**config.mk**
```make
export PLATFORM = sky130hd
export DESIGN_NAME = uart_tx_fifo
export DESIGN_NICKNAME = d
export VERILOG_FILES = /design/src/rtl/uart_tx_fifo.sv
export SDC_FILE = /design/constraint.sdc
export NUM_CORES = 1
export LEC_CHECK = 0
export CORE_UTILIZATION = 60
export DETAILED_ROUTE_END_ITERATION = 8
export PLACE_DENSITY_LB_ADDON = 0.12
export SLEW_MARGIN = 25
export SYNTH_ARGS = -nofsm -noshare
export SYNTH_HDL_FRONTEND = slang
export SYNTH_SLANG_ARGS = --single-unit
```
**constraint.sdc**
```tcl
create_clock -name clk -period 7.9 [get_ports clk]
set_clock_uncertainty 0.1 [all_clocks]
set_input_delay 1.58 -clock clk [delete_from_list [all_inputs] [get_ports clk]]
set_output_delay 1.58 -clock clk [all_outputs]
set_load 0.005 [all_outputs]
```
**src/rtl/uart_tx_fifo.sv**
```systemverilog
// Byte FIFO feeding a UART transmitter: buffers CSR writes and launches one byte
// per transmitter frame, with full/empty/level and sticky overflow status.
module uart_tx_fifo #(
  parameter int DEPTH  = 16,
  parameter int DATA_W = 8
) (
  input  logic                     clk,
  input  logic                     rst_n,
  input  logic                     wr_en,
  input  logic [DATA_W-1:0]        wr_data,
  input  logic                     flush,
  input  logic                     ovf_clr,
  output logic                     full,
  output logic                     empty,
  output logic [$clog2(DEPTH):0]   level,
  output logic                     overflow,
  input  logic                     tx_data_ready,
  input  logic                     data_sent,
  output logic                     tx_start,
  output logic [DATA_W-1:0]        tx_data,
  output logic                     fsm_state
);

  localparam int AW = $clog2(DEPTH);
  localparam int LW = AW + 1;

  // Handshake: a byte is launched (tx_start for one cycle) only from IDLE while
  // tx_data_ready is high; the next launch waits for the data_sent pulse.
  typedef enum logic {
    IDLE      = 1'b0,
    WAIT_SENT = 1'b1
  } state_t;

  state_t            state;
  logic [DATA_W-1:0] mem [DEPTH];
  logic [AW-1:0]     wr_ptr;
  logic [AW-1:0]     rd_ptr;
  logic              push;
  logic              pop;
  logic              ovf_set;

  assign full      = (level == LW'(DEPTH));
  assign empty     = (level == '0);
  assign fsm_state = state;

  // A push into a full FIFO is dropped even if a pop happens in the same cycle.
  assign push    = wr_en && !full && !flush;
  assign ovf_set = wr_en && full && !flush;
  assign pop     = (state == IDLE) && !empty && tx_data_ready && !flush;

  always_ff @(posedge clk) begin
    if (push) begin
      mem[wr_ptr] <= wr_data;
    end
  end

  always_ff @(posedge clk or negedge rst_n) begin
    if (!rst_n) begin
      wr_ptr   <= '0;
      rd_ptr   <= '0;
      level    <= '0;
      overflow <= 1'b0;
    end else begin
      if (flush) begin
        wr_ptr <= '0;
        rd_ptr <= '0;
        level  <= '0;
      end else begin
        if (push) wr_ptr <= wr_ptr + 1'b1;
        if (pop)  rd_ptr <= rd_ptr + 1'b1;
        if (push && !pop)      level <= level + 1'b1;
        else if (pop && !push) level <= level - 1'b1;
      end
      if (ovf_set)      overflow <= 1'b1;
      else if (ovf_clr) overflow <= 1'b0;
    end
  end

  // flush leaves the launch sequencer alone so an in-flight byte completes.
  always_ff @(posedge clk or negedge rst_n) begin
    if (!rst_n) begin
      state    <= IDLE;
      tx_start <= 1'b0;
      tx_data  <= '0;
    end else begin
      tx_start <= 1'b0;
      case (state)
        IDLE: begin
          if (pop) begin
            tx_data  <= mem[rd_ptr];
            tx_start <= 1'b1;
            state    <= WAIT_SENT;
          end
        end
        WAIT_SENT: begin
          if (data_sent) state <= IDLE;
        end
        default: state <= IDLE;
      endcase
    end
  end

endmodule

```
==> results of run 1 <==
## sequential cells by signal, summed over array words and instances, names as in the netlist
name       cells
overflow       1
mem          128
tx_start       1
tx_data        8
level          5
rd_ptr         4
wr_ptr         4
fsm_state      1
## through the flow
stage	instance area (um^2)	power [W]	setup WS (ns)	std cells	hold WS, ns
after floorplan	6260	0.00129	4.52	342	0.380
after global placement	6690	0.00145	3.70	494	0.373
after detailed placement	6690	0.00147	3.59	494	0.372
after CTS	7250	0.00221	3.67	526	0.389
after global routing	7250	0.00229	3.59	526	0.418
final	7250	0.00220	3.68	526	0.384
## worst max-delay path, cell delays in order, from the launching register on
cell,delay [ns]
dfrtp_1,0.48
or4_1,0.76
nor2_1,0.24
clkdlybuf4s50_1,0.53
## worst paths after layout
| path | startpoint | end | cells after the start |
|---|---|---|---|
| max | level[1] | full | 3 |
| min | tx_data[4] | tx_data[4] | 2 |
| max reg2reg | level[1] | level[4] | 8 |
| min reg2reg | tx_data[4] | tx_data[4] | 2 |
| max in group asynchronous | rst_n | rd_ptr[1] | 2 |
| min in group asynchronous | rst_n | level[2] | 2 |
## routing by layer
layer / track usage, % / vias up / part of all wire (%)
met2: 39.7 / 97 / 51
met3: 4.64 / 24 / 5.0
met1: 31.7 / 1626 / 41
li1: - / 1428 / -
met5: 0 / - / 0
met4: 10.0 / 0 / 2.2
## where the power goes
| part | internal, W | switching [W] | total, W |
|---|---|---|---|
| Clock | 0.000436 | 0.000316 | 0.000752 |
| Sequential | 0.000921 | 0.0000535 | 0.000975 |
| Combinational | 0.000236 | 0.000237 | 0.000473 |
| Total | 0.00159 | 0.000607 | 0.00220 |
## cells by family (layout without fill, tap and decap cells)
kind of cell,Yosys count,after routing
mux,53,53
simple gates,66,66
compound gates,31,31
fa+ha+maj,10,10
flops,152,152
buf+inv,24,75
xor+xnor,6,6
## layout make-up
cell class / instances / area (um^2)
flip-flops and latches: 152 / 4450
multi-input cells: 166 / 1710
clock inverters: 13 / 120
fillers: 614 / 2700
inverters: 8 / 30.0
repair buffers: 35 / 343
clock buffers: 19 / 442
well taps: 133 / 166
## cells in the final DEF (no fill, tap or decap), drive strengths merged, types with 3 or more instances in the layout
cell type,count
a21oi,8
and2,16
buf,3
clkbuf,19
clkdlybuf4s50,32
clkinv,4
clkinvlp,5
dfrtp,24
edfxtp,128
ha,9
inv,11
mux2i,20
mux4,32
nand2,18
nand3,8
nor2,10
o211ai,3
o21ai,5
o221ai,8
xnor2,3
xor2,3
==> out/summary.log, run 1 <==
INFO  run_status     run_status=completed
INFO  clocking       clk_root_buffer_cell=clkbuf_8
INFO  worst_setup_path worst-setup-path-type=reg2out
INFO  sta            timing_worst_slew_pin_value=0.838ns
INFO  placed_design  io_buffers=32
INFO  worst_hold_path worstHoldPathType=reg2reg
INFO  global_routing gr-usage-all-layers=24.0%
INFO  synth          synthXorXnorAreaFrac=0.840%
INFO  synth          post-synth-top-count-cell=edfxtp_1
INFO  sta            grt_setup_unrepaired=no
INFO  synth          synth_compound_gate_area_share=3.78%
INFO  detailed_routing antenna_violating_nets_post_route=0
INFO  synth          ys_ff_latch=152
INFO  layout         post_route_cells_drive_above_1_share=18.8%
INFO  global_routing antenna_found_initial=0
INFO  die            core.rowCount=36
INFO  sta            report.final.hold_viol_count=0
INFO  detailed_routing drt_pass_1_iters=4
INFO  clocking       postCtsHoldBufs=0
INFO  synth          synth_top_family_by_area=multiplexers
INFO  synth          yosys.area.top_type=edfxtp_1
INFO  global_routing number_of_global_route_vias_before_repair=3348
INFO  die            design.portCount=33
INFO  die            initial_core_util=62.9%
INFO  sta            post-route-period-util=53.5%
INFO  layout         finish.net_count=405
INFO  synth          synth_fa_ha_area_share=2.12%
INFO  synth          post_synth_inst_count=342
INFO  worst_setup_path crit_required=6.22ns
INFO  worst_setup_path crit_path_max_fanout=9
INFO  power          p_leak=2.43nW
INFO  layout         syn_to_final_growth=15.9%
INFO  clocking       clk_sinks=152
INFO  synth          synth_top_cells_by_area=edfxtp_1 61%, mux4_2 12%, dfrtp_1 9.6%
INFO  flow_run       max_cap_viol_count=0
INFO  clocking       post_cts_resize_count=0
INFO  die            die-area=10800um^2
INFO  synth          synth_edf_count=128
INFO  synth          post_synth_mux_area_share=14.9%
INFO  sta            timing_max_transition_violations_final=0
INFO  sta            final.min_clock_period=4.22ns
INFO  worst_setup_path timing.critical_path.from_type=flop
INFO  synth          post_synth_and_or_nand_nor_area_fraction=5.64%
INFO  detailed_routing route.detailed.vias_per_inst=6.04
INFO  layout         utilization=72.9%
INFO  synth          netlist.area_leader.share=61.4%
INFO  global_routing grt_remaining_overflow=0
INFO  placed_design  place_congestion=0.847
INFO  synth          synth_cell_type_count=41
INFO  sta            finalSetupViolCount=0
INFO  die            core-area=9950um^2
INFO  clocking       cts.repair_timing.setup_buffer_count=0
INFO  clocking       cts-root-to-sink-buffers=2
INFO  clocking       worst_setup_hold_path_clk_slew=0.07ns
INFO  detailed_routing dr.first_iter.drc_count=220
INFO  clocking       worstSkewPairLatency=0.52ns
INFO  detailed_routing drt_drc_violations_left=0
INFO  synth          async_reset_ff_share=15.8%
INFO  worst_setup_path ff2ff_setup_slack=4.88ns
INFO  sta            fmax=0.237GHz
INFO  synth          yosysSeqAreaShare=71.0%
INFO  clocking       cts-buffers-inserted=17
INFO  synth          postSynthNetCount=367
INFO  clocking       cts.htree.levels=4
INFO  placed_design  hpwl=7270um
INFO  synth          post_synth_most_frequent_cells=128 x edfxtp_1, 32 x mux4_2, 24 x dfrtp_1
INFO  global_routing grt_max_degree=36
INFO  detailed_routing route.detailed.wl_per_inst=22.3um
INFO  synth          mapped_area=6260um^2
INFO  power          vdd_ir_drop_max=0.171mV
INFO  synth          syn_avg_cell_area=18.3um^2
INFO  synth          synth-warning-count=0
INFO  die            die_h=104um
INFO  worst_setup_path kind_of_end_point_of_the_critical_path=output port
INFO  layout         diodes=0
INFO  sta            setup_tns=0ns
INFO  worst_setup_path critical_path_arrival=2.54ns
INFO  clocking       clock_tree_from_tritoncts=yes
INFO  synth          synth-main-ff-cell=edfxtp_1
INFO  detailed_routing vias=3175
INFO  sta            relSlewSlack=44.1%
INFO  detailed_routing totalWireLength=11700um
INFO  die            die_w=104um
INFO  power          power_density=303nW/um^2
INFO  global_routing grt_pass1_wl=18600um
No activity file was read; power rests on OpenSTA's default activity.
==> run 2: changes to the inputs <==
--- a/config.mk
+++ b/config.mk
@@ -5,7 +5,7 @@
 export SDC_FILE = /design/constraint.sdc
 export NUM_CORES = 1
 export LEC_CHECK = 0
-export CORE_UTILIZATION = 60
+export CORE_UTILIZATION = 59
 export DETAILED_ROUTE_END_ITERATION = 8
 export PLACE_DENSITY_LB_ADDON = 0.12
 export SLEW_MARGIN = 25
==> constraint.sdc (replaced) <==
create_clock -name clk -period 4.35 [get_ports clk]
set_clock_uncertainty 0.1 [all_clocks]
set_input_delay 0.87 -clock clk [delete_from_list [all_inputs] [get_ports clk]]
set_output_delay 0.87 -clock clk [all_outputs]
set_load 0.005 [all_outputs]
==> run 2 against run 1 <==
Compared with the run above:
- sequential power increased by 90%
- first-iteration DRC count decreased by 14%
- non-clock buffer count decreased by 1
- sequential share of layout area decreased by 0.24 points
- critical path type unchanged
- largest power group unchanged
- highest routed layer unchanged
==> out/summary.log, run 2 (synthesized netlist as in run 1, its figures left out) <==
INFO  run_status     run_status=completed
INFO  detailed_routing totalWireLength=12100um
INFO  power          p_leak=2.45nW
INFO  sta            finalSetupViolCount=0
INFO  clocking       cts-buffers-inserted=17
INFO  placed_design  place_congestion=0.770
INFO  clocking       cts.repair_timing.setup_buffer_count=0
INFO  global_routing number_of_global_route_vias_before_repair=3364
INFO  sta            post-route-period-util=81.1%
INFO  die            initial_core_util=60.6%
INFO  global_routing grt_pass1_wl=19000um
INFO  global_routing grt_remaining_overflow=0
INFO  worst_setup_path kind_of_end_point_of_the_critical_path=output port
INFO  flow_run       max_cap_viol_count=0
INFO  worst_setup_path max_stage_delay=0.76ns
INFO  sta            timing_max_transition_violations_final=0
INFO  layout         final_cell_mix=128 x edfxtp_1, 32 x mux4_2, 31 x clkdlybuf4s50_1
INFO  layout         utilization=70.6%
INFO  sta            report.final.hold_viol_count=0
INFO  detailed_routing route.detailed.wl_per_inst=22.8um
INFO  layout         syn_to_final_growth=16.5%
INFO  placed_design  hpwl=7390um
INFO  clocking       postCtsHoldBufs=0
INFO  layout         finish.net_count=404
INFO  detailed_routing vias=3171
INFO  worst_setup_path cp_cell_sequence=or4_1 > nor2_1 > clkdlybuf4s50_1
INFO  sta            relSlewSlack=43.7%
INFO  sta            setup_tns=0ns
INFO  detailed_routing antenna_violating_nets_post_route=0
INFO  worst_setup_path crit_required=3.38ns
INFO  worst_setup_path worst-r2r-cell-count=8
INFO  detailed_routing dr.first_iter.drc_count=189
INFO  power          power_density=567nW/um^2
INFO  layout         largestRegisters=mem: 128 flops, tx_data: 8 flops, level: 5 flops
INFO  worst_setup_path worst-setup-path-type=reg2out
INFO  clocking       worst_setup_hold_path_clk_slew=0.06ns
INFO  worst_setup_path timing.critical_path.from_type=flop
INFO  die            design.portCount=33
INFO  global_routing gr-usage-all-layers=24.9%
INFO  die            core.rowCount=37
INFO  clocking       clock_tree_from_tritoncts=yes
INFO  clocking       post_cts_resize_count=0
INFO  layout         diodes=0
INFO  worst_setup_path timing.critical_path.slowest_stage_cell=or4_1
INFO  sta            timing_worst_slew_pin_value=0.844ns
INFO  die            core-area=10300um^2
INFO  clocking       clk_root_buffer_cell=clkbuf_8
INFO  clocking       clk_sinks=152
INFO  detailed_routing drt_pass_1_iters=4
INFO  layout         largest-register=mem
INFO  worst_setup_path crit_path_max_fanout=9
INFO  power          vdd_ir_drop_max=0.406mV
INFO  worst_setup_path critical_path_arrival=2.56ns
INFO  layout         post_route_cells_drive_above_1_share=19.1%
INFO  placed_design  io_buffers=32
INFO  clocking       worstSkewPairLatency=0.54ns
INFO  sta            fmax=0.283GHz
INFO  detailed_routing drt_drc_violations_left=0
INFO  worst_hold_path worstHoldPathType=in2async
INFO  global_routing grt_max_degree=35
INFO  die            die_h=105um
INFO  sta            grt_setup_unrepaired=no
INFO  die            die-area=11000um^2
INFO  global_routing antenna_found_initial=0
INFO  layout         largest_register_ff_count=128
INFO  clocking       cts.htree.levels=4
INFO  layout         mostFrequentLayoutCell=edfxtp_1
INFO  sta            final.min_clock_period=3.53ns
INFO  die            die_w=105um
INFO  detailed_routing route.detailed.vias_per_inst=6.01
INFO  clocking       cts-root-to-sink-buffers=2
## run 2: cell types whose count changed in the layout (fill, tap and decap cells not counted), sizes merged
cell and change:
bufinv +2, inv +3, clkdlybuf4s50 -1, clkinv -1
clkbuf -2, clkinvlp -2
## run 2: final cells by class
class	count	area, um^2
multi-input combinational	166	1710
inverter	8	30.0
fill	649	3030
clock inverter	15	188
tap	136	170
sequential	152	4450
timing repair buffer	34	330
clock buffer	17	414
## run 2: metal layers
| metal | track usage (%) | vias up | part of all wire (%) |
|---|---|---|---|
| met4 | 9.05 | 0 | 1.2 |
| met5 | 0 | - | 0 |
| met1 | 32.9 | 1649 | 44 |
| li1 | - | 1433 | - |
| met3 | 7.74 | 12 | 4.8 |
| met2 | 39.4 | 77 | 50 |
## run 2: critical path: cells and delay by family, from the launching register on
family | cells | cell delay, ns
AND/OR/NAND/NOR | 2 | 1.01
buffers and inverters | 1 | 0.54
flip-flops | 1 | 0.48
## run 2: metrics by stage
stage / area, um^2 / cells / hold slack [ns] / setup WS (ns) / total power [W]
global placement: 6690 / 496 / 0.378 / 0.945 / 0.00264
detailed placement: 6690 / 496 / 0.385 / 0.840 / 0.00266
finish: 7290 / 528 / 0.210 / 0.822 / 0.00413
CTS: 7290 / 528 / 0.202 / 0.784 / 0.00416
global route: 7290 / 528 / 0.235 / 0.689 / 0.00430
floorplan: 6260 / 342 / 0.380 / 1.68 / 0.00234
## run 2: power breakdown
group | leakage, nW | switching, W | internal (W)
sequential | 1.46 | 0.000176 | 0.00167
clock | 0.287 | 0.000607 | 0.000886
combinational | 0.698 | 0.000362 | 0.000425
## run 2: path summary, 6_finish.rpt
check	startpoint	endpoint	slack, ns
max	level[1]	full	0.82
min	rst_n	level[2]	0.21
max reg2reg	level[1]	level[4]	1.26
min reg2reg	tx_data[1]	tx_data[1]	0.41
max in group asynchronous	rst_n	rd_ptr[1]	3.52
min in group clk	tx_data[1]	tx_data[1]	0.41
==> run 3: changes to the inputs <==
--- a/config.mk
+++ b/config.mk
@@ -5,7 +5,7 @@
 export SDC_FILE = /design/constraint.sdc
 export NUM_CORES = 1
 export LEC_CHECK = 0
-export CORE_UTILIZATION = 59
+export CORE_UTILIZATION = 54
 export DETAILED_ROUTE_END_ITERATION = 8
 export PLACE_DENSITY_LB_ADDON = 0.12
 export SLEW_MARGIN = 25
==> constraint.sdc (replaced) <==
create_clock -name clk -period 3.1 [get_ports clk]
set_clock_uncertainty 0.1 [all_clocks]
set_input_delay 0.62 -clock clk [delete_from_list [all_inputs] [get_ports clk]]
set_output_delay 0.62 -clock clk [all_outputs]
set_load 0.005 [all_outputs]
==> run 3 against run 2 <==
Compared with the run above:
- final area is 1.4% higher
- hold slack better by 0.19 ns
- clock power increased by 43%
- sequential power grew 35%
- setup slack worse by 0.71 ns
- critical path type unchanged
- largest cell class unchanged
==> out/summary.log, run 3 (synthesized netlist as in run 1, its figures left out) <==
INFO  run_status     run_status=completed
INFO  sta            timing_worst_slew_pin_value=0.876ns
INFO  clocking       cts-root-to-sink-buffers=2
INFO  sta            fin_hold_ws=0.400ns
INFO  layout         largest-register=mem
INFO  power          sequentialPowerShare=42.4%
INFO  global_routing grt_pass1_wl=18300um
INFO  sta            grt_setup_unrepaired=no
INFO  sta            fmax=0.335GHz
INFO  die            initial_core_util=56.5%
INFO  layout         diodes=0
INFO  detailed_routing totalWireLength=11900um
INFO  detailed_routing vias=3179
INFO  global_routing grt_max_degree=35
INFO  placed_design  io_buffers=32
INFO  power          power.switching=0.00153W
INFO  detailed_routing route.detailed.vias_per_inst=5.90
INFO  placed_design  place_inst=508
INFO  power          vdd_ir_drop_max=0.615mV
INFO  global_routing globalRouteMet1Util=27.9%
INFO  clocking       worstSkewPairLatency=0.42ns
INFO  worst_setup_path timing.critical_path.from_type=flop
INFO  die            core-area=11100um^2
INFO  die            die_w=110um
INFO  placed_design  hpwl=7570um
INFO  layout         post_route_cells_drive_above_1_share=21.1%
INFO  global_routing number_of_global_route_vias_before_repair=3337
INFO  global_routing antenna_found_initial=0
INFO  layout         final_cell_mix=128 x edfxtp_1, 32 x mux4_2, 32 x clkdlybuf4s50_1
INFO  layout         largest_register_ff_count=128
INFO  sta            post-route-period-util=96.3%
INFO  die            design.portCount=33
INFO  layout         layoutNonFillerInstCount=539
INFO  detailed_routing route.detailed.wl_per_inst=22.1um
INFO  sta            timing_max_transition_violations_final=0
INFO  clocking       worst_setup_hold_path_clk_slew=0.06ns
INFO  worst_setup_path worst-setup-path-type=reg2out
INFO  clocking       postCtsHoldBufs=0
INFO  sta            setup_tns=0ns
INFO  die            core.rowCount=38
INFO  layout         largestRegisters=mem: 128 flops, tx_data: 8 flops, level: 5 flops
INFO  power          power.combinational.fraction=21.4%
INFO  clocking       cts.htree.levels=4
INFO  worst_setup_path kind_of_end_point_of_the_critical_path=output port
INFO  placed_design  place_congestion=0.840
INFO  layout         syn_to_final_growth=18.1%
INFO  global_routing globalRouteMet2Util=37.6%
INFO  detailed_routing antenna_violating_nets_post_route=0
INFO  worst_hold_path worstHoldPathType=reg2reg
INFO  power          internal_power=0.00436W
INFO  sta            relSlewSlack=41.6%
INFO  worst_setup_path crit_required=2.38ns
INFO  detailed_routing drt_pass_1_iters=4
INFO  sta            final.min_clock_period=2.98ns
INFO  power          swShare=26.0%
INFO  worst_setup_path critical_path_arrival=2.26ns
INFO  detailed_routing drt_drc_violations_left=0
INFO  die            die_h=110um
INFO  worst_setup_path ff2ff_setup_slack=0.32ns
INFO  clocking       clk_sinks=152
INFO  placed_design  placed_area=6770um^2
INFO  layout         finish.net_count=412
INFO  global_routing top_usage_layer=met2
INFO  global_routing met3_use_gr=6.70%
INFO  clocking       clock_tree_from_tritoncts=yes
INFO  layout         mostFrequentLayoutCell=edfxtp_1
INFO  sta            report.final.hold_viol_count=0
INFO  flow_run       max_cap_viol_count=0
INFO  power          p_leak=2.50nW
INFO  clocking       clk_root_buffer_cell=clkbuf_16
INFO  power          power_density=797nW/um^2
INFO  clocking       cts-buffers-inserted=17
INFO  clocking       cts.repair_timing.setup_buffer_count=0
INFO  power          power_frac_clock=36.2%
INFO  die            die-area=12000um^2
INFO  detailed_routing dr.first_iter.drc_count=270
INFO  global_routing gr-usage-all-layers=22.6%
INFO  sta            finalSetupViolCount=0
INFO  worst_setup_path crit_path_max_fanout=8
INFO  layout         final_design_instance_area_without_fill=7390um^2
INFO  global_routing grt_remaining_overflow=0
-- run 3: cell type report --
| class | count | area, um^2 |
|---|---|---|
| flip-flops and latches | 152 | 4450 |
| fillers | 755 | 3690 |
| multi-input cells | 166 | 1710 |
| clock buffers | 18 | 439 |
| repair buffers | 42 | 408 |
| clock inverters | 13 | 179 |
| well taps | 140 | 175 |
| inverters | 8 | 30.0 |
-- run 3: worst paths after layout --
kind	startpoint	endpoint	cells after the start
min in group asynchronous	rst_n	level[0]	2
worst max register to register	level[1]	level[4]	8
worst min register to register	tx_data[4]	tx_data[4]	2
worst max-delay path	level[1]	full	4
max in group asynchronous	rst_n	rd_ptr[3]	2
worst min-delay path	tx_data[4]	tx_data[4]	2
-- run 3: critical path, stage by stage, from the launching register on --
cell	delay, ns
dfrtp_2	0.46
or4_4	0.57
buf_4	0.19
nor2_2	0.12
clkdlybuf4s50_1	0.51
-- run 3: metrics by stage --
stage | total power, W | utilization (%) | setup slack, ns
2_1_floorplan | 0.00328 | - | 0.428
3_3_place_gp | 0.00376 | 61.1 | 0.267
3_5_place_dp | 0.00379 | 61.1 | 0.131
4_1_cts | 0.00593 | 66.7 | 0.0406
5_1_grt | 0.00614 | 66.7 | 0.0193
6_report | 0.00589 | 66.7 | 0.116
-- run 3: repair_timing --
item / 4_1_cts / 5_1_grt
pin swaps: 0 / 0
cloned: 0 / 0
gates resized for setup: 2 / 1
setup endpoints to repair: 1 / 1
-- run 3: per-layer routing --
layer / part of all wire, % / wire length (um) / up-vias
met5: 0 / 0 / -
met4: 1.7 / 205 / 0
met3: 5.8 / 690 / 15
met2: 50 / 6020 / 92
met1: 42 / 5010 / 1628
li1: - / - / 1444
-- run 3: power groups by stage --
stage / clock network [W] / logic [W] / registers [W]
after floorplan: 0 / 0.000794 / 0.00249
after global placement: 0 / 0.00123 / 0.00253
after detailed placement: 0 / 0.00125 / 0.00253
after CTS: 0.00216 / 0.00127 / 0.00250
after global routing: 0.00224 / 0.00138 / 0.00252
final: 0.00213 / 0.00126 / 0.00249
